`config.mk`:
```
export PLATFORM = sky130hd
export DESIGN_NAME = score_text_overlay_flat
export DESIGN_NICKNAME = d
export VERILOG_FILES = /design/src/rtl/score_text_overlay_if.sv /design/src/rtl/score_text_overlay.sv /design/src/flat_wrapper.sv
export SDC_FILE = /design/constraint.sdc
export NUM_CORES = 1
export LEC_CHECK = 0
export ABC_AREA = 0
export CAP_MARGIN = 10
export CORE_MARGIN = 3
export CORE_UTILIZATION = 62
export DETAILED_ROUTE_END_ITERATION = 6
export GPL_TIMING_DRIVEN = 0
export HOLD_SLACK_MARGIN = 0.05
export PLACE_DENSITY = 0.86
export SYNTH_ARGS = -nofsm -noshare
export SYNTH_HDL_FRONTEND = slang
export SYNTH_SLANG_ARGS = --single-unit
```
`constraint.sdc`:
```
create_clock -name clk -period 7.17 [get_ports clk]
set_input_delay 0.717 -clock clk [delete_from_list [all_inputs] [get_ports clk]]
set_output_delay 0.717 -clock clk [all_outputs]
set_load 0.1 [all_outputs]
```
`src/rtl/score_text_overlay_if.sv`:
```
// -----------------------------------------------------------------------------
// score_text_overlay_if
//   Score-load handshake between the game logic (master) and the score
//   renderer (slave).
//   score_in   : new score value, sampled together with score_load
//   score_load : one-cycle strobe, taken only while busy is low
//   busy       : conversion in progress, driven by the renderer
// -----------------------------------------------------------------------------
interface score_text_overlay_if #(
  parameter int SCORE_W = 14
);
  logic [SCORE_W-1:0] score_in;
  logic               score_load;
  logic               busy;

  modport master (output score_in, output score_load, input busy);
  modport slave  (input score_in, input score_load, output busy);
endinterface

```
`src/rtl/score_text_overlay.sv`:
```
// -----------------------------------------------------------------------------
// score_text_overlay
//   Draws an unsigned binary score as DIGITS decimal characters at (X0,Y0) in
//   the VGA pixel stream. The score is converted to BCD one bit per clock
//   (double-dabble), saturated to all nines when it does not fit, held as a
//   pending value and copied to the displayed value only while y >= V_ACTIVE,
//   so a frame never shows a mix of old and new digits. Leading zeros can be
//   blanked and the glyphs can be magnified by 2**SCALE_LOG2.
//
// Ports
//   clk        pixel clock
//   reset      synchronous, active-high
//   video_on   active-video flag, aligned with x/y
//   x, y       current pixel column / row
//   score_bus  slave side of the score-load handshake (score_in, score_load,
//              busy)
//   text_on    glyph pixel lit, registered, aligned with rgb
//   rgb        pixel colour, registered; two clocks after x/y/video_on
// -----------------------------------------------------------------------------
module score_text_overlay #(
  parameter int          DIGITS     = 4,
  parameter int          SCORE_W    = 14,
  parameter int          X0         = 24,
  parameter int          Y0         = 20,
  parameter int          SCALE_LOG2 = 0,
  parameter int          LZ_BLANK   = 1,
  parameter int          V_ACTIVE   = 480,
  parameter logic [11:0] FG         = 12'hFFF,
  parameter logic [11:0] BG         = 12'h000
) (
  input  logic                       clk,
  input  logic                       reset,
  input  logic                       video_on,
  input  logic [9:0]                 x,
  input  logic [9:0]                 y,
  score_text_overlay_if.slave        score_bus,
  output logic                       text_on,
  output logic [11:0]                rgb
);

  localparam int CW    = 8 << SCALE_LOG2;
  localparam int CH    = 16 << SCALE_LOG2;
  localparam int BCD_W = 4 * DIGITS;
  localparam int CNT_W = $clog2(SCORE_W + 1);

  // Region bounds kept in 11 bits so a region running past column 1023 does
  // not wrap; the part beyond the screen simply never matches.
  localparam logic [10:0] X0_L    = 11'(X0);
  localparam logic [10:0] X_END_L = 11'(X0 + DIGITS * CW);
  localparam logic [10:0] Y0_L    = 11'(Y0);
  localparam logic [10:0] Y_END_L = 11'(Y0 + CH);
  localparam logic [10:0] V_ACT_L = 11'(V_ACTIVE);

  localparam logic [31:0]      MAX_VAL   = 32'(10 ** DIGITS - 1);
  localparam logic [BCD_W-1:0] ALL_NINES = {DIGITS{4'h9}};

  typedef enum logic [1:0] {
    S_IDLE,
    S_CONV,
    S_DONE
  } state_t;

  // ---------------------------------------------------------------------------
  // Conversion and commit state
  // ---------------------------------------------------------------------------
  state_t             state_q, state_d;
  logic [SCORE_W-1:0] bin_q, bin_d;
  logic [BCD_W-1:0]   bcd_q, bcd_d;
  logic [CNT_W-1:0]   cnt_q, cnt_d;
  logic               sat_q, sat_d;
  logic               pend_q, pend_d;
  logic [BCD_W-1:0]   pend_bcd_q, pend_bcd_d;
  logic [BCD_W-1:0]   disp_q, disp_d;
  logic [BCD_W-1:0]   bcd_adj;
  logic [10:0]        y_e;

  assign y_e = {1'b0, y};

  // Double-dabble correction: every digit >= 5 gets +3 before the shift.
  genvar gi;
  generate
    for (gi = 0; gi < DIGITS; gi++) begin : g_adj
      assign bcd_adj[gi*4 +: 4] = (bcd_q[gi*4 +: 4] >= 4'd5) ?
                                  bcd_q[gi*4 +: 4] + 4'd3 : bcd_q[gi*4 +: 4];
    end
  endgenerate

  assign score_bus.busy = (state_q != S_IDLE);

  always_ff @(posedge clk) begin
    if (reset) begin
      state_q    <= S_IDLE;
      bin_q      <= '0;
      bcd_q      <= '0;
      cnt_q      <= '0;
      sat_q      <= 1'b0;
      pend_q     <= 1'b0;
      pend_bcd_q <= '0;
      disp_q     <= '0;
    end else begin
      state_q    <= state_d;
      bin_q      <= bin_d;
      bcd_q      <= bcd_d;
      cnt_q      <= cnt_d;
      sat_q      <= sat_d;
      pend_q     <= pend_d;
      pend_bcd_q <= pend_bcd_d;
      disp_q     <= disp_d;
    end
  end

  always_comb begin
    state_d    = state_q;
    bin_d      = bin_q;
    bcd_d      = bcd_q;
    cnt_d      = cnt_q;
    sat_d      = sat_q;
    pend_d     = pend_q;
    pend_bcd_d = pend_bcd_q;
    disp_d     = disp_q;

    case (state_q)
      S_IDLE: begin
        if (score_bus.score_load) begin
          bin_d   = score_bus.score_in;
          bcd_d   = '0;
          cnt_d   = '0;
          sat_d   = (32'(score_bus.score_in) > MAX_VAL);
          state_d = S_CONV;
        end
      end
      S_CONV: begin
        // Bits shifted out of the top digit are lost; that only happens for
        // values that are saturated anyway.
        {bcd_d, bin_d} = {bcd_adj, bin_q} << 1;
        cnt_d          = cnt_q + 1'b1;
        if (cnt_q == CNT_W'(SCORE_W - 1)) begin
          state_d = S_DONE;
        end
      end
      S_DONE: begin
        state_d = S_IDLE;
      end
      default: begin
        state_d = S_IDLE;
      end
    endcase

    // Commit uses the pending value as it stood at the start of the cycle; a
    // conversion finishing in the same cycle lands in pending afterwards and
    // waits for the next eligible cycle.
    if (pend_q && (y_e >= V_ACT_L)) begin
      disp_d = pend_bcd_q;
      pend_d = 1'b0;
    end
    if (state_q == S_DONE) begin
      pend_bcd_d = sat_q ? ALL_NINES : bcd_q;
      pend_d     = 1'b1;
    end
  end

  // ---------------------------------------------------------------------------
  // Character codes for the displayed digits (index 0 = leftmost)
  // ---------------------------------------------------------------------------
  logic [6:0] char_arr [DIGITS];

  always_comb begin
    logic       lz_run;
    logic [3:0] dig;
    lz_run = 1'b1;
    for (int i = 0; i < DIGITS; i++) begin
      dig    = disp_q[4*(DIGITS-1-i) +: 4];
      lz_run = lz_run && (dig == 4'd0);
      // The rightmost digit is always drawn so a zero score shows "0".
      if ((LZ_BLANK != 0) && (i != DIGITS - 1) && lz_run) begin
        char_arr[i] = 7'h20;
      end else begin
        char_arr[i] = {3'b011, dig};
      end
    end
  end

  // ---------------------------------------------------------------------------
  // Pixel pipeline
  //   cycle 0 : region decode, ROM address presented (ROM registers it)
  //   cycle 1 : ROM data valid, col/in_region/video_on delayed alongside
  //   cycle 2 : rgb/text_on registered
  // ---------------------------------------------------------------------------
  logic [10:0] x_e, dx, dy;
  logic        in_region;
  logic [2:0]  idx;
  logic [2:0]  col;
  logic [3:0]  row;
  logic [6:0]  char_sel;
  logic [10:0] rom_addr;
  logic [7:0]  rom_data;

  always_comb begin
    x_e       = {1'b0, x};
    in_region = (x_e >= X0_L) && (x_e < X_END_L) &&
                (y_e >= Y0_L) && (y_e < Y_END_L);
    dx        = x_e - X0_L;
    dy        = y_e - Y0_L;
    idx       = 3'(dx >> (3 + SCALE_LOG2));
    col       = 3'(dx >> SCALE_LOG2);
    row       = 4'(dy >> SCALE_LOG2);
    char_sel  = 7'h20;
    for (int i = 0; i < DIGITS; i++) begin
      if (idx == 3'(i)) begin
        char_sel = char_arr[i];
      end
    end
    rom_addr = {char_sel, row};
  end

  ascii_rom_score u_rom (
    .clk  (clk),
    .addr (rom_addr),
    .data (rom_data)
  );

  logic [2:0]  col_q;
  logic        in_region_q;
  logic        video_on_q;
  logic [11:0] rgb_q;
  logic        text_on_q;
  logic        lit;

  always_ff @(posedge clk) begin
    if (reset) begin
      col_q       <= '0;
      in_region_q <= 1'b0;
      video_on_q  <= 1'b0;
    end else begin
      col_q       <= col;
      in_region_q <= in_region;
      video_on_q  <= video_on;
    end
  end

  // Glyph MSB is the leftmost pixel, hence the inverted column.
  assign lit = in_region_q && rom_data[~col_q];

  always_ff @(posedge clk) begin
    if (reset) begin
      rgb_q     <= 12'h000;
      text_on_q <= 1'b0;
    end else if (!video_on_q) begin
      rgb_q     <= 12'h000;
      text_on_q <= 1'b0;
    end else if (lit) begin
      rgb_q     <= FG;
      text_on_q <= 1'b1;
    end else begin
      rgb_q     <= BG;
      text_on_q <= 1'b0;
    end
  end

  assign rgb     = rgb_q;
  assign text_on = text_on_q;

endmodule

// -----------------------------------------------------------------------------
// ascii_rom_score
//   8x16 glyph ROM with a registered read; data is valid one clock after addr.
//   addr = {char[6:0], row[3:0]}; data bit 7 is the leftmost pixel.
//   Only the digits '0'..'9' carry pixels; every other code (including the
//   space used for blanked digits) reads as empty.
// -----------------------------------------------------------------------------
module ascii_rom_score (
  input  logic        clk,
  input  logic [10:0] addr,
  output logic [7:0]  data
);

  localparam logic [127:0] GLYPH [10] = '{
    128'h00007CC6C6CEDEF6E6C6C67C00000000,  // 0
    128'h00001838781818181818187E00000000,  // 1
    128'h00007CC6060C183060C0C6FE00000000,  // 2
    128'h00007CC606063C060606C67C00000000,  // 3
    128'h00000C1C3C6CCCFE0C0C0C1E00000000,  // 4
    128'h0000FEC0C0C0FC060606C67C00000000,  // 5
    128'h00003860C0C0FCC6C6C6C67C00000000,  // 6
    128'h0000FEC606060C183030303000000000,  // 7
    128'h00007CC6C6C67CC6C6C6C67C00000000,  // 8
    128'h00007CC6C6C67E0606060C7800000000   // 9
  };

  logic [6:0] code;
  logic [3:0] row;
  logic [7:0] data_q;

  assign code = addr[10:4];
  assign row  = addr[3:0];

  // Row 0 sits in the top byte of each glyph word: byte offset 8*(15-row).
  always_ff @(posedge clk) begin
    if ((code >= 7'h30) && (code <= 7'h39)) begin
      data_q <= GLYPH[4'(code - 7'h30)][{~row, 3'b000} +: 8];
    end else begin
      data_q <= 8'h00;
    end
  end

  assign data = data_q;

endmodule

```
`src/flat_wrapper.sv`:
```
// flat-port wrapper written by rule: the top's interface ports become plain ports
module score_text_overlay_flat 
#(
  parameter int          DIGITS     = 4,
  parameter int          SCORE_W    = 14,
  parameter int          X0         = 24,
  parameter int          Y0         = 20,
  parameter int          SCALE_LOG2 = 0,
  parameter int          LZ_BLANK   = 1,
  parameter int          V_ACTIVE   = 480,
  parameter logic [11:0] FG         = 12'hFFF,
  parameter logic [11:0] BG         = 12'h000
)
  (clk, reset, video_on, x, y, text_on, rgb, score_bus_score_in, score_bus_score_load, score_bus_busy);
  score_text_overlay_if #(.SCORE_W(SCORE_W)) score_bus_i ();
  input  logic clk;
  input  logic reset;
  input  logic video_on;
  input  logic [9:0] x;
  input  logic [9:0] y;
  output logic text_on;
  output logic [11:0] rgb;
  input wire logic [$bits(score_bus_i.score_in)-1:0] score_bus_score_in;
  input wire logic [$bits(score_bus_i.score_load)-1:0] score_bus_score_load;
  output wire logic [$bits(score_bus_i.busy)-1:0] score_bus_busy;
  assign score_bus_i.score_in = score_bus_score_in;
  assign score_bus_i.score_load = score_bus_score_load;
  assign score_bus_busy = score_bus_i.busy;
  score_text_overlay #(.DIGITS(DIGITS), .SCORE_W(SCORE_W), .X0(X0), .Y0(Y0), .SCALE_LOG2(SCALE_LOG2), .LZ_BLANK(LZ_BLANK), .V_ACTIVE(V_ACTIVE), .FG(FG), .BG(BG)) u_core (.clk(clk), .reset(reset), .video_on(video_on), .x(x), .y(y), .score_bus(score_bus_i), .text_on(text_on), .rgb(rgb));
endmodule
```
==> qor.txt, run 1 <==
# fillers: 524
Area Growth Syn to Fin: 16.87%
Post-Synth Simple-Gate Area: 24.43%
Clock sink total: 83
Post-synthesis mux area share: 4.535%
Final Critical Period: 3880 ps
Actual transition at the worst max-transition pin: 996.0 ps
Antenna cells: 0
Vias/cell: 6.362
Initial DRC count: 385
Reg-to-reg startpoint: u_core.disp_q[4]
CTS Buf Count: 9
Boundary Pins: 52
Synth Area in Adders: 4.331%
Synth cell types: 75
Unrepaired setup endpoints after global routing: false
Gr usage total: 32.87%
Fmax: 257.7 MHz
Max VDD drop: 0.1566 mV
First-pass iteration count of the detailed router: 6
Most common cell in the synthesized netlist: dfxtp_1
First-pass GRT wire length: 23,130 microns
Status: completed
CTS Hold Bufs: 0
CTS tree: yes
CP Launch Type: primary input
Nets: 724
Synth top area share: 33.83%
Reg-to-reg slack, setup: 3990 ps
Number of setup violations in the final report: 0
Routed Antenna Nets: 0
Initial core utilization: 65.60%
Maxcap violations: 0
Share of cells above drive strength 1: 9.050%
DP Area: 0.005525 sq mm
Reg area: 0.001662 sq mm
Via count: 4,918
Synth Area in Compound Gates: 23.52%
Final worst path period share: 54.11%
Setup Buffers After CTS: 0
Crit path to: u_core.u_rom.data[3]
Synth Net Count: 664
Die ar.: 0.009025 sq mm
Pwr/cell area: 171.4 mW/mm^2
Netlist Area Pre-Place: 0.004911 sq mm
IO buf count: 49
#FFs+latches synth: 83
Final instance area: 0.005739 sq mm
Worst setup path start: x[5]
Critical Path RT: 7440 ps
Largest net degree at the start of global routing: 17
Max_slew headroom: 33.39%
CTS clock-pin slew for the worst setup and hold paths: 90 ps
Antenna violations before repair: 0
CP Max Fanout: 13
Crit path DAT: 4150 ps
Worst-case reg-to-reg path depth: 11
Max Root-Sink Buffers: 2
Chip height: 95 microns
Post-CTS sizing: 0
Worst-skew pair later-pin latency: 370 ps
Setup crit end kind: register
Worst hold path class: reg2reg
Worst reg2reg path endpoint: u_core.u_rom.data[3]
Gr ovfl total: 0
Post-synth EDFFs: 0
Placer Congestion: 1.011
Clk root buf: clkbuf_8
Synth Area in XOR/XNOR: 1.427%
Routed WL: 14,140 microns
Sum Neg Setup Slack: 0 ps
Setup Crit Path Kind: in2reg
Number of global-route vias before repair: 4,670
Layout Skew: 16.87 ps
Largest area contributor in the netlist: dfxtp_1
Die W: 95 microns
HPWL Detailed: 10,300 microns
Top FF cell, synth: dfxtp_1
Max Slew Vio Count: 0
CORE AREA: 0.007486 sq mm
Area taken by multi-input logic gates: 0.002860 sq mm
Row count: 31
H-tree depth: 3
WL/cell: 18.30 microns
Cells after Synth: 609
Hold Violations, Final: 0
Dominant cells by area after synthesis: dfxtp_1 34%, a21oi_1 6.4%, nand2_1 5.0%, nor2_1 4.4%, ha_1 4.3%
Post-synth ARST share: 0%
Largest family of logic cells by synthesized area: simple AND/OR/NAND/NOR gates
Synth top cells by count: 83 x dfxtp_1, 65 x nand2_1, 63 x a21oi_1, 58 x nor2_1, 30 x nor3_1
Number of remaining DRC errors: 0
Register area share after synthesis: 33.83%
Pleak: 2.190 nW
Synth Warn #: 0
Mean Syn Cell Area: 8.064 sq um
[power breakdown]
| group | internal [mW] | switching [mW] | total [mW] |
|---|---|---|---|
| sequential | 0.470 | 0.00664 | 0.477 |
| clock | 0.177 | 0.188 | 0.365 |
| combinational | 0.0546 | 0.0871 | 0.142 |
| total | 0.702 | 0.282 | 0.984 |
[cell families (layout without fill, tap and decap cells)]
group / count (synthesis) / after routing
compound gates: 165 / 165
xor+xnor: 8 / 8
fa+ha+maj: 17 / 17
buf+inv: 77 / 142
flops: 83 / 83
mux: 21 / 21
simple gates: 238 / 238
[layout make-up]
type / count / area share, %
Inverter: 22 / 1.439
Buffer: 55 / 5.341
Tap cell: 99 / 2.158
Multi-Input combinational cell: 449 / 49.84
Timing Repair Buffer: 49 / 8.546
Sequential cell: 83 / 28.95
Clock inverter: 6 / 1.330
Clock buffer: 10 / 2.398
[how the worst min path moves through the flow]
| stage | startpoint | depth (start not counted) | to | slack (ps) |
|---|---|---|---|---|
| 4_1_cts | u_core.video_on_q | 2 | u_core.rgb[10] | 450 |
| 3_3_place_gp | u_core.video_on_q | 2 | u_core.rgb[10] | 420 |
| 2_1_floorplan | u_core.video_on_q | 2 | u_core.rgb[10] | 400 |
| 3_5_place_dp | u_core.video_on_q | 2 | u_core.rgb[10] | 430 |
| 5_1_grt | u_core.bin_q[4] | 2 | u_core.bin_q[4] | 480 |
| 6_report | u_core.video_on_q | 2 | u_core.rgb[10] | 440 |
[cell usage in the layout (no fill, tap or decap), types with 4 or more instances in the layout]
cell type / synthesis / layout
buf_2: 5 / 5
a21oi_1: 63 / 63
nand2b_1: 12 / 12
ha_1: 17 / 17
or3_1: 4 / 4
nand3b_1: 7 / 7
dfxtp_1: 83 / 83
mux2i_1: 20 / 20
o31ai_1: 4 / 4
clkbuf_8: 0 / 10
nand4b_1: 8 / 8
nor4_1: 7 / 7
inv_1: 20 / 20
nor2_1: 58 / 58
nor2b_1: 7 / 7
a22oi_1: 13 / 13
clkbuf_1: 28 / 28
xnor2_1: 5 / 5
clkdlybuf4s50_1: 0 / 49
nor3_1: 30 / 30
nand2_1: 65 / 65
o21ai_0: 27 / 27
o211ai_1: 4 / 4
buf_6: 5 / 5
nand3_1: 22 / 22
a31oi_1: 8 / 8
buf_4: 15 / 15
[per-layer routing]
metal	track usage [%]	vias to the layer above	wire length (microns)	part of all wire [%]
met2	55.78	275	6811	48
met1	42.89	2309	5672	40
met5	0	-	0	0
met3	5.657	30	1397	9.9
li1	-	2304	-	-
met4	9.375	0	261	1.8
[state kept, by name, indices dropped and copies added (netlist names)]
signal and cells:
u_core.pend_bcd_q 16, u_core.state_q 2, u_core.in_region_q 1, u_core.sat_q 1
u_core.pend_q 1, u_core.disp_q 16, u_core.cnt_q 4, u_core.bcd_q 16
u_core.col_q 3, u_core.rgb 1, u_core.video_on_q 1, u_core.u_rom.data 7
u_core.bin_q 14
[per-stage QoR]
stage	setup slack, ps	cells	hold WS (ps)	utilization (%)	power [mW]
CTS	3431	773	445.3	76.67	0.9835
global placement	3021	757	417.5	73.81	0.6222
detailed placement	3066	757	426.4	73.81	0.6254
floorplan	4246	609	399.7	-	0.5730
finish	3290	773	439.2	76.67	0.9839
global route	3210	773	483.4	76.67	1.019
[critical path: stages]
cell	delay, ps
clkdlybuf4s50_1	660
nand2b_1	160
o211a_4	320
inv_2	90
clkbuf_1	510
ha_1	400
inv_1	130
nor2_1	410
a21oi_1	80
nor2_1	230
a2111oi_2	110
o32ai_2	320
Power figures use the tool's default switching activity.
==> inputs of run 2 (changes only) <==
Settings changed: CORE_UTILIZATION 62 to 57, PLACE_DENSITY 0.86 to 0.8.
Clock period 7.17 ns to 3.6 ns, I/O delays scaled along.
==> qor.txt, run 2 (synthesis results as in run 1) <==
Die W: 98.82 microns (was 95 microns)
Top delay family on crit path: buffers and inverters (unchanged)
CP Launch Type: primary input (unchanged)
Actual transition at the worst max-transition pin: 971.8 ps (was 996.0 ps)
Clock sink total: 83 (unchanged)
Largest regs: u_core.bcd_q (16), u_core.disp_q (16), u_core.pend_bcd_q (16) (unchanged)
CTS clock-pin slew for the worst setup and hold paths: 100 ps (was 90 ps)
Post-route setup slack: 483.7 ps (was 3290 ps)
Clk pwr share: 35.1% (was 37.1%)
Final Critical Period: 3116 ps
Commonest non-fill, non-tap cell in the layout: dfxtp_1 (unchanged)
Gr usage total: 27.87% (was 32.87%)
Max Slew Vio Count: 0 (unchanged)
Worst-path cell chain: clkdlybuf4s50_1, nand2b_1, o211a_4, inv_2, ha_1, inv_1, nor2_1, a21oi_1, nor2_1, a2111oi_2, o32ai_2 (was clkdlybuf4s50_1, nand2b_1, o211a_4, inv_2, clkbuf_1, ha_1, inv_1, nor2_1, a21oi_1, nor2_1, a2111oi_2, o32ai_2)
Nets: 723 (was 724)
Area Growth Syn to Fin: 16.66% (was 16.87%)
Worst reg2reg path endpoint: u_core.u_rom.data[3] (unchanged)
Switching pwr: 574.3 uW (was 281.8 uW)
Critical Path RT: 3840 ps (was 7440 ps)
Most used cell, CP: nor2_1 (unchanged)
Final Non-Filler Cells: 778 (was 773)
Number of global-route vias before repair: 4,631 (was 4,670)
Leading cell types in the layout, fill and taps excluded: 83 x dfxtp_1, 65 x nand2_1, 63 x a21oi_1 (unchanged)
Sum Neg Setup Slack: 0 ps (unchanged)
Status: completed (unchanged)
Setup Crit Path Kind: in2reg (unchanged)
Largest net degree at the start of global routing: 19 (was 17)
CTS tree: yes (unchanged)
# fillers: 698 (was 524)
Unrepaired setup endpoints after global routing: false (unchanged)
Layout Skew: 12.02 ps (was 16.87 ps)
Clk root buf: clkbuf_8 (unchanged)
CP Max Fanout: 14 (was 13)
Chip height: 98.82 microns (was 95 microns)
Number of setup violations in the final report: 0 (unchanged)
Reg area: 0.001662 sq mm (unchanged)
Boundary Pins: 52 (unchanged)
Setup Slack @ Placement: -146.9 ps (was 3066 ps)
Crit path DAT: 3360 ps (was 4150 ps)
Critical Path Slowest Stage Cell: clkdlybuf4s50_1 (unchanged)
Seq pwr share: 50.0% (was 48.5%)
First-pass GRT wire length: 22,440 microns (was 23,130 microns)
Max Root-Sink Buffers: 2 (unchanged)
Routed Antenna Nets: 0 (unchanged)
Post-layout util: 69.03% (was 76.67%)
Initial DRC count: 300 (was 385)
Crit-path max cell delay: 680 ps (was 660 ps)
Maxcap violations: 0 (unchanged)
Gr ovfl total: 0 (unchanged)
Placer Congestion: 0.9825 (was 1.011)
Number of remaining DRC errors: 0 (unchanged)
Pleak: 2.181 nW (was 2.190 nW)
Worst-skew pair later-pin latency: 360 ps (was 370 ps)
Pwr/cell area: 331.1 mW/mm^2 (was 171.4 mW/mm^2)
Antenna violations before repair: 0 (unchanged)
Vias/cell: 6.185 (was 6.362)
Final worst path period share: 86.56%
Worst Hold End: u_core.rgb[10] (unchanged)
Fmax: 320.9 MHz
Hold path depth: 2 (unchanged)
Initial core utilization: 59.17% (was 65.60%)
Post-CTS sizing: 0 (unchanged)
H-tree depth: 3 (unchanged)
Setup crit end kind: register (unchanged)
Share of cells above drive strength 1: 9.064% (was 9.050%)
Reg-to-reg slack, setup: 850 ps (was 3990 ps)
CTS Buf Count: 9 (unchanged)
Via count: 4,812 (was 4,918)
Row count: 33 (was 31)
Max VDD drop: 0.4096 mV (was 0.1566 mV)
Comb power frac: 14.9% (was 14.4%)
IO buf count: 49 (unchanged)
Worst-case reg-to-reg path depth: 10 (was 11)
Max_slew headroom: 35.01% (was 33.39%)
Reg-to-reg startpoint: u_core.disp_q[4] (unchanged)
CORE AREA: 0.008299 sq mm (was 0.007486 sq mm)
HPWL Detailed: 10,040 microns (was 10,300 microns)
Critical path buffers and inverters: 3 (was 4)
Routed WL: 13,640 microns (was 14,140 microns)
First-pass iteration count of the detailed router: 6 (unchanged)
Antenna cells: 0 (unchanged)
WL/cell: 17.53 microns (was 18.30 microns)
Internal power: 1.323 mW (was 702.1 uW)
Worst hold slack: 435.5 ps (was 439.2 ps)
Min-delay src: u_core.in_region_q (was u_core.video_on_q)
Area taken by multi-input logic gates: 0.002860 sq mm (unchanged)
DP Cell Count: 763 (was 757)
Worst hold path class: reg2reg (unchanged)
Die ar.: 0.009765 sq mm (was 0.009025 sq mm)
Hold Violations, Final: 0 (unchanged)
Sw Ratio: 30.27% (was 28.64%)
==> run 2: cell types whose count changed in the layout (fill, tap and decap cells not counted) <==
| cell | before | now |
|---|---|---|
| bufinv_16 | 1 | 0 |
| clkbuf_1 | 28 | 27 |
| clkbuf_8 | 10 | 9 |
| clkinv_8 | 0 | 1 |
| inv_6 | 3 | 2 |
| inv_8 | 1 | 3 |
==> run 2: per-layer routing <==
layer | vias up | global-route usage [%] | wire [microns]
met5 | - | 0 | 0
li1 | 2293 | - | -
met2 | 205 | 46.54 | 6552
met3 | 34 | 5.308 | 1057
met4 | 0 | 7.773 | 261
met1 | 2280 | 36.84 | 5771
==> run 2: repair_timing <==
| action | in CTS | in global routing |
|---|---|---|
| endpoints found under the setup margin | 0 | 3 |
| hold buffers | 0 | 0 |
| buffers inserted | 0 | 0 |
==> run 2: worst max-delay path by stage <==
stage                     start              endpoint  slack, ps  depth (start not counted)
after floorplan            x[3]  u_core.u_rom.data[5]       1030                         11
after global placement     x[5]  u_core.u_rom.data[3]       -180                         12
after detailed placement   x[5]  u_core.u_rom.data[3]       -150                         12
after CTS                  x[5]  u_core.u_rom.data[3]        200                         12
after global routing       x[4]  u_core.u_rom.data[3]        350                         12
final                      x[5]  u_core.u_rom.data[3]        480                         11
==> run 2: through the flow <==
step | cell area [sq um] | power (mW)
after floorplan | 4911 | 1.141
after global placement | 5533 | 1.241
after detailed placement | 5533 | 1.245
after CTS | 5733 | 1.900
after global routing | 5729 | 1.973
final | 5729 | 1.897
==> run 2: power by group through the flow <==
stage / registers (mW) / clock network [mW] / logic (mW)
4_1_cts: 0.949 / 0.675 / 0.276
3_3_place_gp: 0.969 / 0 / 0.272
2_1_floorplan: 0.967 / 0 / 0.175
5_1_grt: 0.952 / 0.716 / 0.305
3_5_place_dp: 0.970 / 0 / 0.275
6_report: 0.949 / 0.666 / 0.282
==> run 2: area by class of cell <==
type / instances / area share (%)
multi-input combinational: 449 / 49.92
sequential: 83 / 29.00
timing repair buffer: 49 / 8.561
buffer: 54 / 5.285
tap: 105 / 2.293
clock buffer: 9 / 2.162
inverter: 22 / 1.441
clock inverter: 7 / 1.332
==> run 2: tightest hold or removal path: stages, from the launching register on <==
cell,delay (ps)
dfxtp_1,310
nand2_1,60
nor3_1,40
==> inputs of run 3 (changes only) <==
Settings changed: SLEW_MARGIN set to 30.
==> results of run 3 <==
The final DEF is identical to that of run 2; final timing and power are the same.
